File: src/rtl/ame_pri_la_pipe.sv
// ame_pri_la_pipe: leading-one window mask detector; AME_PRI_LA_ROUND_EN enables round-up of the window.
// Latency: 2 cycles from input handshake to out_valid_o, 1 word/cycle throughput.
// Backpressure: out_ready_i low stalls S2 then S1; in_ready_o drops once both stages hold a word.
module ame_pri_la_pipe #(
    parameter int WIDTH = 8,
    parameter int SPAN  = 2,
    localparam int POS_W = $clog2(WIDTH)
) (
    input  logic             clk_i,
    input  logic             rst_n_i,
    input  logic             in_valid_i,
    output logic             in_ready_o,
    input  logic [WIDTH-1:0] in_data_i,
    output logic             out_valid_o,
    input  logic             out_ready_i,
    output logic [WIDTH-1:0] out_mask_o,
    output logic [POS_W-1:0] out_pos_o,
    output logic             out_zero_o,
    output logic [15:0]      zero_cnt_o
);

    // SPAN ones in the low bits; shifting left by the position clips at the MSB for free.
    localparam logic [WIDTH-1:0] WIN = {WIDTH{1'b1}} >> (WIDTH - SPAN);

    logic             rdy_en_q, rdy_en_d;
    logic             s1_vld_q, s1_vld_d;
    logic [POS_W-1:0] s1_pos_q, s1_pos_d;
    logic             s1_zero_q, s1_zero_d;
    logic             s2_vld_q, s2_vld_d;
    logic [WIDTH-1:0] s2_mask_q, s2_mask_d;
    logic [POS_W-1:0] s2_pos_q, s2_pos_d;
    logic             s2_zero_q, s2_zero_d;
    logic [15:0]      zero_cnt_q, zero_cnt_d;

    logic             s1_load;
    logic             s2_load;
    logic [POS_W-1:0] lo_pos;
    logic             lo_zero;
    logic [POS_W:0]   win_sh;

`ifdef AME_PRI_LA_ROUND_EN
    logic             lo_rnd;
    logic             s1_rnd_q, s1_rnd_d;
`endif

    // Leading-one search: the highest set bit wins because later iterations overwrite.
    always_comb begin
        lo_pos  = '0;
        lo_zero = ~|in_data_i;
        for (int i = 0; i < WIDTH; i++) begin
            if (in_data_i[i]) begin
                lo_pos = POS_W'(i);
            end
        end
    end

`ifdef AME_PRI_LA_ROUND_EN
    always_comb begin
        lo_rnd = 1'b0;
        for (int i = 1; i < WIDTH; i++) begin
            if (in_data_i[i]) begin
                lo_rnd = in_data_i[i-1];
            end
        end
    end
`endif

    always_comb begin
        s2_load    = s1_vld_q && (!s2_vld_q || out_ready_i);
        in_ready_o = rdy_en_q && (!s1_vld_q || s2_load);
        s1_load    = in_valid_i && in_ready_o;

        rdy_en_d = 1'b1;
        s1_vld_d = s1_load || (s1_vld_q && !s2_load);
        s2_vld_d = s2_load || (s2_vld_q && !out_ready_i);

        s1_pos_d  = s1_load ? lo_pos  : s1_pos_q;
        s1_zero_d = s1_load ? lo_zero : s1_zero_q;
`ifdef AME_PRI_LA_ROUND_EN
        s1_rnd_d  = s1_load ? lo_rnd  : s1_rnd_q;
`endif

        zero_cnt_d = zero_cnt_q;
        if (s1_load && lo_zero && (zero_cnt_q != 16'hFFFF)) begin
            zero_cnt_d = zero_cnt_q + 16'd1;
        end
    end

    // Window placement for the word sitting in S1.
    always_comb begin
        win_sh = {1'b0, s1_pos_q};
`ifdef AME_PRI_LA_ROUND_EN
        if (s1_rnd_q && (s1_pos_q != POS_W'(WIDTH - 1))) begin
            win_sh = win_sh + {{POS_W{1'b0}}, 1'b1};
        end
`endif
        s2_mask_d = s2_mask_q;
        s2_pos_d  = s2_pos_q;
        s2_zero_d = s2_zero_q;
        if (s2_load) begin
            s2_mask_d = s1_zero_q ? '0 : (WIN << win_sh);
            s2_pos_d  = s1_zero_q ? '0 : s1_pos_q;
            s2_zero_d = s1_zero_q;
        end
    end

    always_ff @(posedge clk_i or negedge rst_n_i) begin
        if (!rst_n_i) begin
            rdy_en_q   <= 1'b0;
            s1_vld_q   <= 1'b0;
            s1_pos_q   <= '0;
            s1_zero_q  <= 1'b0;
            s2_vld_q   <= 1'b0;
            s2_mask_q  <= '0;
            s2_pos_q   <= '0;
            s2_zero_q  <= 1'b0;
            zero_cnt_q <= '0;
        end else begin
            rdy_en_q   <= rdy_en_d;
            s1_vld_q   <= s1_vld_d;
            s1_pos_q   <= s1_pos_d;
            s1_zero_q  <= s1_zero_d;
            s2_vld_q   <= s2_vld_d;
            s2_mask_q  <= s2_mask_d;
            s2_pos_q   <= s2_pos_d;
            s2_zero_q  <= s2_zero_d;
            zero_cnt_q <= zero_cnt_d;
        end
    end

`ifdef AME_PRI_LA_ROUND_EN
    always_ff @(posedge clk_i or negedge rst_n_i) begin
        if (!rst_n_i) begin
            s1_rnd_q <= 1'b0;
        end else begin
            s1_rnd_q <= s1_rnd_d;
        end
    end
`endif

    assign out_valid_o = s2_vld_q;
    assign out_mask_o  = s2_mask_q;
    assign out_pos_o   = s2_pos_q;
    assign out_zero_o  = s2_zero_q;
    assign zero_cnt_o  = zero_cnt_q;

endmodule
File: config.mk
export PLATFORM = sky130hd
export DESIGN_NAME = ame_pri_la_pipe
export DESIGN_NICKNAME = d
export VERILOG_FILES = /design/src/rtl/ame_pri_la_pipe.sv
export SDC_FILE = /design/constraint.sdc
export NUM_CORES = 1
export LEC_CHECK = 0
export ABC_CLOCK_PERIOD_IN_PS = 1800
export CORE_ASPECT_RATIO = 1.5
export CORE_MARGIN = 1
export CORE_UTILIZATION = 49
export DETAILED_ROUTE_END_ITERATION = 6
export HOLD_SLACK_MARGIN = 0.12
export PLACE_DENSITY = 0.75
export SYNTH_ARGS = -nofsm -noshare
export SYNTH_HDL_FRONTEND = slang
export SYNTH_SLANG_ARGS = --single-unit
File: constraint.sdc
create_clock -name clk_i -period 1.8 [get_ports clk_i]
set_input_delay 0.18 -clock clk_i [delete_from_list [all_inputs] [get_ports clk_i]]
set_output_delay 0.18 -clock clk_i [all_outputs]
set_load 0.03 [all_outputs]
==> results by group, run 1 <==
Clocking
  • Clk root buf: clkbuf_8
  • Skew-Pair Late Insertion Delay: roughly 0.29 ns
  • CTS HTree Levels: 2
  • Max Buffers Root-to-Sink: 2
  • CTS tree: built
  • Clock sink count: 35
  • Num CTS Buffers: 5
  • CTS clk-pin slew, worst paths: 0.07 ns

Power and ir drop
  • Max rail drop VDD: 0.000622 V
  • Power per cell area: between 700 and 800 nW/µm²
  • P_leak: 0.00117 µW
  • Total power: ~1800 µW

Floorplanning
  • Chip width: 50.2 µm
  • Ports: 42
  • Row count: 25
  • Starting density of the core: 53.0%
  • Die height: 74.3 µm
  • Core region area: 3220 µm²
  • DIE AREA: 3730 µm²

Synthesis
  • Yosys cell types: 32
  • YS warnings: 0
  • Synthesized Nets: roughly 170
  • Synth Instances: 157
  • Synthesized area: around 1700 µm²
  • Mapped Avg Cell Area: ~11 µm²
  • Flops & latches, synth: 35
  • Post-synthesis sequential area ratio: approximately half

Critical path
  • CP Capture Type: register
  • Worst path cell trace: clkdlybuf4s50_1 -> nor4_4 -> buf_4 -> nand4b_2 -> nor4_1 -> xor2_1
  • Startpoint types: primary input
  • Slowest stage delay, CP: around 0.46 ns
  • WS Path Type: primary input to register
  • Critical path arrival: 1.97 ns
  • Critical-path maximum fanout: 4
  • Required @ worst endpoint: 2.01 ns
  • CP max stage cell: clkdlybuf4s50_1

STA
  • Final max-slew violation count: 0
  • Final worst path period share: 97.8%
  • # setup viols final: 0
  • RSZ-0062 raised after global routing: yes
  • Final count of hold timing violations: 0
  • Min Clock Period, post-route: 1.76 ns
  • PnR worst setup slack: 0.0398 ns
  • Fmax: 0.568 GHz
  • TNS Setup: 0 ns
  • Final Skew: 0.00804 ns

Layout
  • Fill count: around 240
  • NumNets Final: about 240
  • Layout Cells excl Fill: 262
  • Layout cells sized above 1: about 20%
  • # diodes: 0
  • Fin util: 75.1%
  • Register area: 877 µm²
  • Area Overhead vs Synth: 41.7%
  • Area of the multi-input gates: 816 µm²

Place
  • Gp weighted congestion: 0.938
  • DP HPWL: 2760 µm
  • Cells after DPL: 248
  • Number of port buffers: between 40 and 50
  • Post-Place Worst Slack: -0.245 ns

Hold path
  • Hold Path Class: primary input to asynchronous set/reset pin

Drt
  • Via count: 1435
  • Initial DRT Pass Iterations: 5
  • Vias/cell: 5.48
  • Initial DRC Count: 40
  • DR DRC count: 0
  • Detailed Route WL: 3970 µm
  • Number of routed nets with antenna violations: 0
  • Drt wl/cell: 15.2 µm

Global route
  • Initial antenna violation count: 0
  • Total grt overflow: 0
  • Pin count of the biggest net entering global routing: 36
  • GRT Total Usage: 23.1%
  • Vias in the first global route: between 1k and 1.5k
  • First-pass GRT wire length: 6330 µm

Run
  • Total of max-cap violations: 0

Status
  • Status: finished clean
==> cells by family (layout without fill, tap and decap cells) <==
kind of cell,Yosys count,after routing,share of synthesized area (%)
simple gates,74,75,27.3
flops,35,35,51.3
compound gates,16,16,6.09
xor+xnor,14,14,7.18
buf+inv,10,74,3.08
mux,4,4,2.57
fa+ha+maj,3,3,2.20
other cells,1,1,0.220
==> path summary, 6_finish.rpt <==
check                               from             end  slack [ns]  cells after the start
setup / recovery            in_data_i[5]  zero_cnt_o[15]        0.04                      6
hold / removal                   rst_n_i   out_mask_o[3]        0.31                      2
setup reg to reg           zero_cnt_o[0]  zero_cnt_o[15]        0.06                      5
hold reg to reg             out_pos_o[0]    out_pos_o[0]        0.47                      2
max in group asynchronous        rst_n_i   zero_cnt_o[0]        1.15                      2
min in group clk_i          in_data_i[7]     s1_pos_q[2]        0.34                      3
==> final cells by class <==
cell class	instances	share of cell area, %
well taps	40	2.07
multi-input cells	113	33.7
repair buffers	62	24.0
clock buffers	7	3.16
flip-flops and latches	35	36.3
inverters	5	0.776
==> cell usage after synthesis, drive strengths merged <==
cell type | count | area share [%]
ha | 3 | 2.2
nor3b | 2 | 1.5
nand3b | 1 | 0.44
a22oi | 1 | 0.44
and2 | 3 | 1.1
conb | 1 | 0.22
nand2 | 26 | 5.7
o21bai | 1 | 0.44
nor2 | 5 | 1.1
mux2i | 1 | 0.59
and4bb | 1 | 0.95
nor3 | 8 | 2.6
nor4 | 8 | 5.6
mux2 | 3 | 2.0
and3 | 2 | 0.73
buf | 2 | 1.3
o41ai | 1 | 0.51
nand2b | 5 | 1.8
xor2 | 14 | 7.2
dfrtp | 35 | 51
and4 | 2 | 1.0
inv | 5 | 1.1
clkbuf | 3 | 0.66
o21ai | 5 | 1.5
nand3 | 6 | 1.8
o31ai | 6 | 2.6
nand4 | 3 | 1.1
a21oi | 2 | 0.59
nand4b | 2 | 1.9
==> cell usage in the layout, fill, tap and decap left out, types with 2 or more instances in the layout <==
| cell type | n |
|---|---|
| o21ai_0 | 5 |
| inv_1 | 5 |
| and2_1 | 3 |
| nand2b_1 | 5 |
| nor3b_2 | 2 |
| ha_1 | 3 |
| nand2_1 | 26 |
| clkbuf_8 | 5 |
| xor2_1 | 14 |
| nor4_1 | 3 |
| nor3_2 | 2 |
| a21oi_1 | 2 |
| nand4_1 | 3 |
| nor2_1 | 4 |
| buf_4 | 21 |
| and3_1 | 2 |
| dfrtp_1 | 34 |
| nor4_4 | 3 |
| nor4_2 | 2 |
| clkdlybuf4s50_1 | 39 |
| mux2_2 | 3 |
| o31ai_1 | 6 |
| clkbuf_1 | 2 |
| nor3_1 | 6 |
| nand3_1 | 6 |
==> metrics by stage <==
stage	hold slack [ns]	instance area (µm²)
final	0.314	2420
after global routing	0.337	2420
after CTS	0.320	2320
after detailed placement	0.465	2240
after global placement	0.459	2240
after floorplan	-0.116	1710
==> registers in the layout (all words and copies together), names as in the netlist <==
| register | cells |
|---|---|
| out_zero_o | 1 |
| s1_vld_q | 1 |
| out_pos_o | 3 |
| out_mask_o | 8 |
| zero_cnt_o | 16 |
| s1_zero_q | 1 |
| s1_pos_q | 3 |
| out_valid_o | 1 |
| rdy_en_q | 1 |
==> power breakdown <==
group	switching, µW	internal [µW]	total [µW]
clock	262	266	528
combinational	235	178	413
sequential	42.9	853	896
==> routing by layer <==
metal / track usage (%) / routed length (µm)
met5: 0 / 0
met4: 10.2 / 105
met3: 5.52 / 145
met2: 43.1 / 2260
met1: 24.1 / 1470
==> worst max-delay path: cells and delay by family <==
kind | cells | cell delay [ns]
simple gates | 3 | 0.97
buf+inv | 2 | 0.64
xor+xnor | 1 | 0.18
==> what timing repair did <==
| action | CTS | global route |
|---|---|---|
| gates resized for setup | 0 | 6 |
| hold buffers | 0 | 0 |
| buffers inserted | 0 | 6 |
| endpoints found under the setup margin | 0 | 8 |
No activity file was read; power rests on OpenSTA's default activity.
==> run 2, diff against run 1 <==
ABC_CLOCK_PERIOD_IN_PS = 2100   (was 1800)
CORE_UTILIZATION = 52   (was 49)
GPL_ROUTABILITY_DRIVEN = 0   (was unset)
PLACE_DENSITY = 0.8   (was 0.75)
clock period = 2.1 ns   (was 1.8 ns; I/O delays follow)
==> run 2 against run 1 <==
Combinational power down 18%. Worst setup slack improved by 0.12 ns. Die area down 5.6%. Count of clock-buffer cells in the layout up 1. Non-clock buffer count is 17 lower. Utilization shrank 2.7 points. Register-to-register slack gained 0.26 ns. Sequential power down 14%. Global-route usage down 1.2 points. Final cell count fell by 6.5%. Flip-flop and latch count unchanged. Via count shrank 5.6%. Critical endpoint is now in_ready_o. Largest cell class unchanged.
==> results by group, run 2 (same netlist as run 1, synthesis figures left out) <==
Layout
  • Commonest non-fill, non-tap cell in the layout: clkdlybuf4s50_1
  • Fill count: 241
  • Area Overhead vs Synth: 32.6%
  • Fin util: 72.4%
  • Commonest cells after routing, fill and taps aside: clkdlybuf4s50_1, dfrtp_1, nand2_1
  • Layout Cells excl Fill: 245
  • NumNets Final: around 220
  • Largest register FFs: 16
  • # diodes: 0
  • Layout cells sized above 1: 10.7%

Power and ir drop
  • Max rail drop VDD: approximately 0.00044 V
  • Power per cell area: a little over 700 nW/µm²
  • P_leak: 0.00105 µW
  • Total power: 1620 µW

Clocking
  • Skew-Pair Late Insertion Delay: roughly 0.28 ns
  • Post-CTS Hold Buffers: 0
  • Post-CTS Setup Inserts: 0
  • CTS clk-pin slew, worst paths: 0.06 ns
  • CTS HTree Levels: 2
  • Num CTS Buffers: 5
  • CTS tree: built
  • Clk root buf: clkbuf_8
  • CTS resizes: 0
  • Max Buffers Root-to-Sink: 2
  • Clock sink count: 35

Run
  • Total of max-cap violations: 0

Floorplanning
  • Chip width: 48.8 µm
  • DIE AREA: 3520 µm²
  • Die height: 72.2 µm
  • Core region area: 3130 µm²
  • Ports: 42
  • Starting density of the core: 54.6%
  • Row count: 25

Global route
  • Pin count of the biggest net entering global routing: 36
  • First-pass GRT wire length: about 5900 µm
  • Vias in the first global route: 1302
  • Total grt overflow: 0
  • Initial antenna violation count: 0
  • GRT Total Usage: 21.9%

Drt
  • Vias/cell: 5.53
  • Initial DRC Count: 46
  • Number of routed nets with antenna violations: 0
  • Initial DRT Pass Iterations: 4
  • Drt wl/cell: 14.2 µm
  • Via count: 1354
  • DR DRC count: 0
  • Detailed Route WL: 3480 µm

Critical path
  • CP max stage cell: clkdlybuf4s50_1
  • CP Capture Type: output port
  • Worst path cell trace: clkdlybuf4s50_1 -> nand3b_1 -> and2_1 -> clkdlybuf4s50_1
  • Critical-path maximum fanout: 4
  • WS Path Type: primary input to output port
  • Critical path arrival: 1.73 ns
  • Required @ worst endpoint: 1.89 ns
  • Cell mode on critical path: clkdlybuf4s50_1
  • Startpoint types: primary input
  • Buffer and inverter count on the worst path: 2
  • Dominant delay contributor by cell family on the critical path: buffers and inverters
  • Slowest stage delay, CP: 0.66 ns

Status
  • Status: finished clean

STA
  • Final worst path period share: 92.3%
  • RSZ-0062 raised after global routing: no
  • Final max-slew violation count: 0
  • Min Clock Period, post-route: 1.94 ns
  • # setup viols final: 0
  • Final Skew: 0.00552 ns
  • Final count of hold timing violations: 0
  • Hold slack: about 0.34 ns
  • Fmax: 0.516 GHz

Place
  • Cells after DPL: roughly 240
  • Number of port buffers: 41
  • DP HPWL: 2590 µm

Hold path
  • Hold Path Class: primary input to asynchronous set/reset pin
run 2: path summary, 6_finish.rpt:
kind	start	end	slack, ns	cells after the start
max	out_ready_i	in_ready_o	0.16	4
min	rst_n_i	out_pos_o[1]	0.34	2
max reg2reg	zero_cnt_o[0]	zero_cnt_o[1]	0.32	5
min reg2reg	out_mask_o[7]	out_mask_o[7]	0.47	2
max in group asynchronous	rst_n_i	zero_cnt_o[8]	1.45	2
min in group clk_i	out_mask_o[7]	out_mask_o[7]	0.47	2
run 2: power by group:
part | total [µW] | internal [µW] | switching, µW
registers | 768 | 731 | 37.0
logic | 340 | 144 | 196
clock network | 516 | 299 | 217
total | 1620 | 1170 | 450
run 2: routing by layer:
metal,global-route usage (%),vias up,share of wire [%]
li1,-,646,-
met5,0,-,0
met2,40.3,47,56
met1,23.8,655,38
met3,5.24,6,4.0
met4,9.48,0,1.3
run 2: through the flow:
stage          TNS (ns)  instance area [µm²]  worst slack, ns
2_1_floorplan         0                 1710            0.290
3_5_place_dp   -0.00599                 2160         -0.00599
6_report              0                 2260            0.162
3_3_place_gp          0                 2160           0.0825
5_1_grt               0                 2260            0.102
4_1_cts               0                 2260            0.159
run 2: cell type report:
type / count / area [µm²] / area share [%]
Sequential cell: 35 / 876 / 38.7
Inverter: 5 / 18.8 / 0.829
Multi-Input combinational cell: 112 / 778 / 34.4
Tap cell: 40 / 50.0 / 2.21
Clock buffer: 8 / 100 / 4.42
Timing Repair Buffer: 45 / 440 / 19.5
==> run 3, diff against run 2 <==
ABC_AREA = 1   (was unset)
ABC_CLOCK_PERIOD_IN_PS = 2290   (was 2100)
CORE_UTILIZATION = 53   (was 52)
clock period = 2.29 ns   (was 2.1 ns; I/O delays follow)
==> run 3 against run 2 <==
Sequential power fell by 6.2%. Combinational power rose by 2%. Flip-flop and latch count did not move. Register-to-register slack improved by 0.44 ns. Worst hold slack improved by 0.011 ns. Critical path depth rose by 2. Critical path type unchanged. Area after synthesis rose by 6.5%. Synthesized cell count rose by 51%. Routed wire length rose by 3.7%. Die area rose by 4.3%.
==> results by group, run 3 <==
Power and ir drop
  • Power per cell area: 688 nW/µm²
  • Max rail drop VDD: 0.000512 V
  • Int Pwr: 1180 µW
  • P_leak: 0.00116 µW
  • Logic pwr share: 21.1%
  • Sw frac: about 28%
  • Net Switching: roughly 460 µW
  • Clock power share: 35.0%
  • Power share of the sequential group: 43.9%

Layout
  • Fin util: between 70 and 80%
  • Fill count: about 260
  • Register area: 876 µm²
  • NumNets Final: 299
  • Commonest cells after routing, fill and taps aside: nand2_1, clkdlybuf4s50_1, dfrtp_1
  • Commonest non-fill, non-tap cell in the layout: nand2_1
  • Largest register FFs: 16
  • Area Overhead vs Synth: 31.2%
  • # diodes: 0
  • Layout cells sized above 1: 7.72%
  • Area of the multi-input gates: slightly above 800 µm²

Critical path
  • FF-to-FF path depth: 9
  • WS Path Type: primary input to output port
  • Startpoint types: primary input
  • Required @ worst endpoint: 2.06 ns
  • Worst path cell trace: clkdlybuf4s50_1 -> inv_1 -> nand3_2 -> nand2_1 -> inv_1 -> clkdlybuf4s50_1
  • Slowest stage delay, CP: 0.65 ns
  • Critical path arrival: 1.55 ns
  • Reg2Reg Launch Point: zero_cnt_o[1]
  • Crit Reg-Reg Endpoint: zero_cnt_o[11]
  • CP max stage cell: clkdlybuf4s50_1
  • CP Capture Type: output port
  • Reg-to-reg slack, setup: between 0.7 and 0.8 ns
  • Critical-path maximum fanout: 3

Drt
  • Initial DRC Count: 46
  • Vias/cell: 4.96
  • DR DRC count: 0
  • Number of routed nets with antenna violations: 0
  • Drt wl/cell: 11.1 µm
  • Via count: 1611
  • Initial DRT Pass Iterations: 4
  • Detailed Route WL: 3610 µm

Synthesis
  • Most common cell in the synthesized netlist: nand2_1
  • Synthesized area: 1820 µm²
  • Synth Instances: roughly 240
  • Ranking of synthesized cells by area: dfrtp_1, nand2_1, nor2_1
  • Post-synth EDFFs: 0
  • Mapped Avg Cell Area: 7.67 µm²
  • Leading area contributor after synthesis: dfrtp_1
  • Async S/R FF share, synth: 100%
  • Post-synthesis sequential area ratio: between 40% and 50%
  • Flops & latches, synth: 35
  • Synthesized Nets: 252
  • Top post-synthesis cells by count: nand2_1, dfrtp_1, nor2_1, inv_1, o21ai_0
  • Yosys cell types: 26
  • YS warnings: 0
  • Top FF cell, synth: dfrtp_1
  • Yosys top cell area share: 48.2%

Global route
  • Total grt overflow: 0
  • Pin count of the biggest net entering global routing: 36
  • Initial antenna violation count: 0
  • First-pass GRT wire length: 6150 µm
  • Vias in the first global route: ~1.5k
  • GRT Total Usage: 22.0%

Clocking
  • Skew-Pair Late Insertion Delay: 0.29 ns
  • Post-CTS Hold Buffers: 0
  • CTS clk-pin slew, worst paths: 0.07 ns
  • Num CTS Buffers: 5
  • Post-CTS Setup Inserts: 0
  • CTS resizes: 0
  • CTS HTree Levels: 2
  • Clk root buf: clkbuf_8
  • Max Buffers Root-to-Sink: 2
  • Clock sink count: 35
  • CTS tree: built

Place
  • DP HPWL: 2610 µm
  • Post-Place Worst Slack: 0.500 ns
  • Number of port buffers: 41

STA
  • Final Skew: 0.00551 ns
  • # setup viols final: 0
  • Final worst path period share: between 70 and 80%
  • Min Clock Period, post-route: 1.78 ns
  • Fmax: about 0.56 GHz
  • RSZ-0062 raised after global routing: no
  • TNS Setup: 0 ns
  • Final count of hold timing violations: 0
  • PnR worst setup slack: 0.507 ns
  • Final max-slew violation count: 0

Floorplanning
  • DIE AREA: 3670 µm²
  • Chip width: 49.8 µm
  • Row count: 25
  • Core region area: 3220 µm²
  • Starting density of the core: between 50% and 60%
  • Ports: 42
  • Die height: 73.7 µm

Status
  • Status: finished clean

Hold path
  • Hold Path Class: primary input to asynchronous set/reset pin

Run
  • Total of max-cap violations: 0
## run 3: changes by cell type in the layout (fill, tap and decap cells not counted), moves of 7 or more
cell / change
inv_1: +13
nand2_1: +79
nor2_1: +17
nor3_1: -7
o21ai_0: +9
xor2_1: -11
## run 3: layout make-up
class / count / share of cell area, %
well taps: 40 / 2.10
repair buffers: 44 / 18.2
inverters: 21 / 3.31
clock inverters: 2 / 1.47
flip-flops and latches: 35 / 36.7
multi-input cells: 177 / 34.8
clock buffers: 6 / 3.46
## run 3: critical path: cells and delay by family
family,cells,cell delay [ns]
buf+inv,4,1.19
simple gates,2,0.13
## run 3: kinds of logic (layout without fill, tap and decap cells)
kind of cell             count (synthesis)  after routing  synth area share (%)
AND/OR/NAND/NOR                        146            146                  33.6
flip-flops                              35             35                  48.2
AO/OA/AOI/OAI                           20             20                  6.34
XOR/XNOR                                 7              7                  3.37
other                                    1              1                 0.206
buffers and inverters                   25             73                  6.20
adder cells (fa/ha/maj)                  3              3                  2.07
## run 3: through the flow
| step | hold WS, ns | std cells | power [µW] | area [µm²] |
|---|---|---|---|---|
| after floorplan | -0.0666 | 237 | 918 | 1820 |
| after global placement | 0.463 | 317 | 1080 | 2270 |
| after detailed placement | 0.463 | 317 | 1080 | 2270 |
| after CTS | 0.363 | 325 | 1650 | 2380 |
| after global routing | 0.395 | 325 | 1710 | 2380 |
| final | 0.354 | 325 | 1640 | 2380 |
## run 3: how the worst max path moves through the flow
stage / from / end / slack [ns]
floorplan: zero_cnt_o[1] / zero_cnt_o[2] / 0.70
global placement: out_ready_i / in_ready_o / 0.51
detailed placement: out_ready_i / in_ready_o / 0.50
CTS: out_ready_i / in_ready_o / 0.50
global route: s1_vld_q / in_ready_o / 0.44
finish: out_ready_i / in_ready_o / 0.51
## run 3: power by group through the flow
stage                     Sequential (µW)  Clock (µW)  Combinational, µW
final                                 720         575                346
after detailed placement              732           0                348
after global placement                730           0                346
after CTS                             721         585                349
after floorplan                       830           0               87.7
after global routing                  728         604                376
## run 3: routing by layer
metal / part of all wire, % / wire (µm) / global-route usage, %
met5: 0 / 0 / 0
met4: 1.6 / 56 / 9.21
met3: 2.6 / 93 / 4.35
met2: 52 / 1880 / 41.0
met1: 44 / 1580 / 23.8
